==> src/rtl/matrix_result_ram_pkg.sv <==
// Shared constants for the matrix result store: default element/address widths
// and the dump sequencer state encoding.
package matrix_result_ram_pkg;

  localparam int DEF_DATA_W = 19;
  localparam int DEF_ADDR_W = 6;

  localparam logic [1:0] ST_IDLE  = 2'd0;
  localparam logic [1:0] ST_FETCH = 2'd1;
  localparam logic [1:0] ST_SEND  = 2'd2;

endpackage

==> src/rtl/matrix_result_ram_core.sv <==
// Storage array with per-entry valid tags, dual write ports (B wins on a tie)
// and one registered, read-first read port.
module matrix_result_ram_core
  import matrix_result_ram_pkg::*;
#(
  parameter int DATA_W = DEF_DATA_W,
  parameter int ADDR_W = DEF_ADDR_W
) (
  input  logic                     clk,
  input  logic                     rst_n,
  input  logic                     wr_en_a,
  input  logic [ADDR_W-1:0]        wr_addr_a,
  input  logic signed [DATA_W-1:0] wr_data_a,
  input  logic                     wr_en_b,
  input  logic [ADDR_W-1:0]        wr_addr_b,
  input  logic signed [DATA_W-1:0] wr_data_b,
  input  logic                     clear,
  input  logic                     rd_en,
  input  logic [ADDR_W-1:0]        rd_addr,
  output logic signed [DATA_W-1:0] rd_data,
  output logic                     rd_tag,
  output logic                     collision
);

  localparam int DEPTH = 2 ** ADDR_W;

  logic signed [DATA_W-1:0] mem [DEPTH];
  logic [DEPTH-1:0]         valid;

  // Array kept free of reset so it maps onto block RAM; the later B write
  // overrides A when both target the same entry.
  always_ff @(posedge clk) begin
    if (wr_en_a) mem[wr_addr_a] <= wr_data_a;
    if (wr_en_b) mem[wr_addr_b] <= wr_data_b;
    if (rd_en)   rd_data <= mem[rd_addr];
  end

  // A write in the same cycle as clear leaves its entry valid.
  for (genvar gi = 0; gi < DEPTH; gi++) begin : g_tag
    always_ff @(posedge clk or negedge rst_n) begin
      if (!rst_n) begin
        valid[gi] <= 1'b0;
      end else begin
        valid[gi] <= (valid[gi] & ~clear)
                   | (wr_en_a && (wr_addr_a == ADDR_W'(gi)))
                   | (wr_en_b && (wr_addr_b == ADDR_W'(gi)));
      end
    end
  end

  always_ff @(posedge clk or negedge rst_n) begin
    if (!rst_n) begin
      rd_tag    <= 1'b0;
      collision <= 1'b0;
    end else begin
      if (rd_en) rd_tag <= valid[rd_addr];
      collision <= wr_en_a && wr_en_b && (wr_addr_a == wr_addr_b);
    end
  end

endmodule

==> src/rtl/matrix_result_ram.sv <==
// Matrix result store: core storage plus a dump sequencer that shares the
// core read port with the random-read path (dump has priority while busy).
module matrix_result_ram
  import matrix_result_ram_pkg::*;
#(
  parameter int DATA_W = DEF_DATA_W,
  parameter int ADDR_W = DEF_ADDR_W
) (
  input  logic                     clk,
  input  logic                     rst_n,
  input  logic                     wr_en_a,
  input  logic [ADDR_W-1:0]        wr_addr_a,
  input  logic signed [DATA_W-1:0] wr_data_a,
  input  logic                     wr_en_b,
  input  logic [ADDR_W-1:0]        wr_addr_b,
  input  logic signed [DATA_W-1:0] wr_data_b,
  input  logic                     clear,
  input  logic                     rd_en,
  input  logic [ADDR_W-1:0]        rd_addr,
  output logic signed [DATA_W-1:0] rd_data,
  output logic                     rd_valid,
  output logic                     rd_hit,
  output logic                     collision,
  input  logic                     dump_start,
  output logic                     dump_busy,
  output logic signed [DATA_W-1:0] out_data,
  output logic [ADDR_W-1:0]        out_addr,
  output logic                     out_valid,
  input  logic                     out_ready,
  output logic                     out_last
);

  localparam logic [ADDR_W-1:0] LAST_ADDR = {ADDR_W{1'b1}};

  logic [1:0]               state;
  logic [ADDR_W-1:0]        ptr;
  logic                     rd_valid_q;
  logic                     core_rd_en;
  logic [ADDR_W-1:0]        core_rd_addr;
  logic signed [DATA_W-1:0] core_rd_data;
  logic                     core_rd_tag;

  assign dump_busy    = (state != ST_IDLE);
  assign core_rd_en   = dump_busy ? (state == ST_FETCH) : rd_en;
  assign core_rd_addr = dump_busy ? ptr : rd_addr;

  matrix_result_ram_core #(
    .DATA_W (DATA_W),
    .ADDR_W (ADDR_W)
  ) u_core (
    .clk       (clk),
    .rst_n     (rst_n),
    .wr_en_a   (wr_en_a),
    .wr_addr_a (wr_addr_a),
    .wr_data_a (wr_data_a),
    .wr_en_b   (wr_en_b),
    .wr_addr_b (wr_addr_b),
    .wr_data_b (wr_data_b),
    .clear     (clear),
    .rd_en     (core_rd_en),
    .rd_addr   (core_rd_addr),
    .rd_data   (core_rd_data),
    .rd_tag    (core_rd_tag),
    .collision (collision)
  );

  always_ff @(posedge clk or negedge rst_n) begin
    if (!rst_n) begin
      rd_valid_q <= 1'b0;
    end else begin
      rd_valid_q <= rd_en && !dump_busy;
    end
  end

  always_ff @(posedge clk or negedge rst_n) begin
    if (!rst_n) begin
      state <= ST_IDLE;
      ptr   <= '0;
    end else begin
      case (state)
        ST_IDLE: begin
          if (dump_start) begin
            state <= ST_FETCH;
            ptr   <= '0;
          end
        end
        ST_FETCH: state <= ST_SEND;
        ST_SEND: begin
          if (out_ready) begin
            // ptr wraps back to 0 after the last element.
            ptr   <= ptr + 1'b1;
            state <= (ptr == LAST_ADDR) ? ST_IDLE : ST_FETCH;
          end
        end
        default: state <= ST_IDLE;
      endcase
    end
  end

  // The core read register is untouched during SEND, so the element holds
  // steady until the handshake; stale entries read back as zero.
  assign rd_valid  = rd_valid_q;
  assign rd_hit    = rd_valid_q & core_rd_tag;
  assign rd_data   = rd_hit ? core_rd_data : '0;
  assign out_valid = (state == ST_SEND);
  assign out_data  = (out_valid && core_rd_tag) ? core_rd_data : '0;
  assign out_addr  = ptr;
  assign out_last  = out_valid && (ptr == LAST_ADDR);

endmodule

==> config.mk <==
export PLATFORM = sky130hd
export DESIGN_NAME = matrix_result_ram
export DESIGN_NICKNAME = d
export VERILOG_FILES = /design/src/rtl/matrix_result_ram_pkg.sv /design/src/rtl/matrix_result_ram_core.sv /design/src/rtl/matrix_result_ram.sv
export SDC_FILE = /design/constraint.sdc
export NUM_CORES = 2
export LEC_CHECK = 0
export ABC_CLOCK_PERIOD_IN_PS = 3050
export CORE_ASPECT_RATIO = 0.75
export CORE_MARGIN = 2
export CORE_UTILIZATION = 30
export DETAILED_ROUTE_END_ITERATION = 16
export HOLD_SLACK_MARGIN = 0.12
export PLACE_DENSITY = 0.45
export SYNTH_ARGS = -nofsm -noshare
export SYNTH_HDL_FRONTEND = slang
export SYNTH_SLANG_ARGS = --single-unit
==> constraint.sdc <==
create_clock -name clk -period 3.05 [get_ports clk]
set_input_delay 0.61 -clock clk [delete_from_list [all_inputs] [get_ports clk]]
set_output_delay 0.61 -clock clk [all_outputs]
set_load 0.02 [all_outputs]
==> results.cfg <==
[timing]
finalCriticalPeriod_ns = 3.27
timing.final.ws_setup_ns = -0.220
hold_ws_ns = 0.229
fmax_mhz = 306
fin_crit_sh_pct = 107
finalClockSkew_ns = 0.0460
rsz0062_at_grt = true
maxSlewHeadroom_pct = 25.3
drv_slew = 0
setup_viol = 3
hold_violations = 0
worstMarginPinSlew_ns = 1.12

[detailed_routing]
final_antenna_net_count = 0
via_per_inst = 5.61
wl_per_cell_microns = 33.1
first_pass_iters = 6
via_count = 46400
drt_wl_total_microns = 274000
drt_iter0_markers = 5982
drc = 0

[critical_path]
cp_slowest_stage_delay_ns = 0.62
slowest_stage = o211ai_1
required_ns = 3.61
path_cells = or3b_4 -> and2_4 -> buf_12 -> buf_16 -> mux4_2 -> o211ai_1 -> nand3_2 -> and4_1
worstSetupPathType = register to register
crit_family = simple AND/OR/NAND/NOR gates
critPathLaunch = state[1]
critPathLaunchType = register
critPathCaptureType = register
critPathBufInv = 2
crit_arrival_ns = 3.83
r2r-start = state[1]
path_max_fanout = 8

[floorplan]
start_util_pct = 30.2
die_w_microns = 551
die_h_microns = 414
pin_count = 114
core_area_sq_um = 223000
fp-row-count = 150
die_area_sq_um = 228000

[global_routing]
first_global_vias = 44900
grt_pass1_wl_microns = 379000
grt_overflow_total = 0
grtUsageTotal_pct = 23.5
grt_max_degree = 65
antenna_found_initial = 35

[cells_and_area]
area_delta_synth_final_pct = 24.4
fin_util_pct = 37.6
drive_gt1_share_pct = 47.1
fin_nets = 5257
final_cell_area_sq_um = 83800

[logic_synthesis]
synth.most_common_cell = edfxtp_1
synth.largest_area_cell = edfxtp_1
synth_top_cell_area_share_pct = 55.1
syn_area_sq_um = 67400
synthFlopType = edfxtp_1
syn_nets = 4918
synth.area.top_cells = edfxtp_1 (55%), mux2_2 (20%), mux4_2 (3.9%), dfrtp_1 (2.8%), nand2_1 (2.5%)
syn_inst = 4853
yosysWarnings = 0
ys_top_cells_by_count = edfxtp_1 (1235), mux2_2 (1224), nand2_1 (450), clkbuf_1 (439), nand3_1 (230)
ys_types = 59
synthArstFlopShare_pct = 5.73
yosysSeqAreaShare_pct = 57.8
syn_avg_cell_area_sq_um = 13.9
ys_seq_elements = 1310
synth_edf_count = 1235

[clock_tree]
cts.path.max_buffers = 4
cts_buffers = 150
cts-htree-levels = 4
clock_sinks = 1310
clock-root-buffer = clkbuf_16
path_clk_slew_ns = 0.06
cts_tree = done
clkLatencyLatePin_ns = 0.81

[power]
net-switching-power_uw = 20600
p_seq_share_pct = 34.4
powerDensity_nw_per_um2 = 717
leakage_uw = 0.0293
power_uw = 60000
ir_drop_uv = 372
comb_power_share_pct = 36.3
cell_internal_pwr_uw = 39400
p_clk_share_pct = 29.3
netSwitchingFraction_pct = 34.4

[status]
violations = negative setup slack
status = finished, violations left

[min_path]
hp-class = input pin to register
hp-start = wr_data_a[15]

[placed_design]
finalWeightedCongestion = 0.860
io_buffers = 113
placed_area_sq_um = 77700
dp_hpwl_microns = 175000
post-place-ws_ns = -1.16

[flow_run]
cap_violations = 0
## power by group through the flow
stage	clock network [uW]	logic (uW)	registers, uW
2_1_floorplan	0	9620	20700
3_3_place_gp	0	19400	21100
3_5_place_dp	0	19400	21000
4_1_cts	17900	20600	20700
5_1_grt	18600	22700	20700
6_report	17600	21800	20700
## worst paths after layout
kind	slack [ns]	end	cells past startpoint
setup / recovery	-0.22	u_core.rd_data[12]	8
hold / removal	0.23	u_core.mem[53][15]	2
setup reg to reg	-0.22	u_core.rd_data[12]	8
hold reg to reg	0.47	u_core.valid[26]	1
max in group asynchronous	2.00	u_core.valid[58]	3
min in group asynchronous	0.32	rd_valid	2
## cells by family (layout without fill, tap and decap cells)
group           Yosys count  in the layout  share of synthesized area, %
fa+ha+maj                 1              1                        0.0186
simple gates            913            913                          6.31
other cells               0             11                             0
compound gates          511            511                          5.30
flops                  1310           1310                          57.8
xor+xnor                  9              9                         0.117
mux                    1502           1502                          26.7
buf+inv                 607           1054                          3.66
## per-layer routing
metal	wire (microns)	track usage [%]
met1	127000	35.4
met2	118000	34.1
met5	97	0
met3	21800	4.56
met4	7180	6.11
## final cells by class
type | instances | area, sq um
diodes | 11 | 27.5
clock buffers | 208 | 4200
clock inverters | 52 | 339
fillers | 21300 | 139000
inverters | 10 | 37.5
multi-input cells | 2936 | 27200
flip-flops and latches | 1310 | 39000
well taps | 2964 | 3710
repair buffers | 784 | 9280
## metrics by stage
stage,cells,setup TNS [ns]
2_1_floorplan,4853,-21.53
3_3_place_gp,7953,-99.81
3_5_place_dp,7953,-115.25
4_1_cts,8240,-0.184
5_1_grt,8266,-0.258
6_report,8275,-0.229
## what timing repair did
action	in CTS	in global routing
hold endpoints to repair	29	0
hold buffers	1	0
gates cloned	4	5
setup buffers	23	21
pin swaps	18	30
resized for setup	122	118
endpoints found under the setup margin	42	51
## placed cells by master (no fill, tap or decap), types with 22 or more instances in the layout
| cell | instances |
|---|---|
| and3_1 | 79 |
| buf_4 | 444 |
| a31oi_1 | 57 |
| o21ai_2 | 38 |
| dfrtp_1 | 72 |
| o21ai_0 | 31 |
| o2111ai_1 | 36 |
| o22ai_2 | 40 |
| a211oi_1 | 30 |
| clkinv_1 | 27 |
| nand3_2 | 34 |
| clkbuf_1 | 40 |
| clkdlybuf4s50_1 | 52 |
| edfxtp_1 | 1235 |
| nand2_1 | 448 |
| mux4_2 | 116 |
| o221ai_1 | 35 |
| clkbuf_16 | 159 |
| o211ai_1 | 22 |
| a22oi_1 | 24 |
| nand3_1 | 195 |
| mux2_2 | 1224 |
| nor2_2 | 29 |
| o22ai_1 | 26 |
| a21o_1 | 65 |
| mux2i_1 | 155 |
| buf_12 | 226 |
| nor2_1 | 32 |
## sequential cells by signal (all words and copies together) (netlist names)
name	flops
rd_valid	1
u_core.rd_data	19
u_core.collision	1
out_addr	6
u_core.mem	1216
u_core.valid	64
u_core.rd_tag	1
state	2
## worst reg2reg max path, stage by stage (launching register included)
cell      delay [ns]
dfrtp_2         0.45
or3b_4          0.43
and2_4          0.19
buf_12          0.16
buf_16          0.17
mux4_2          0.47
o211ai_1        0.62
nand3_2         0.28
and4_1          0.26
Power figures use the tool's default switching activity.
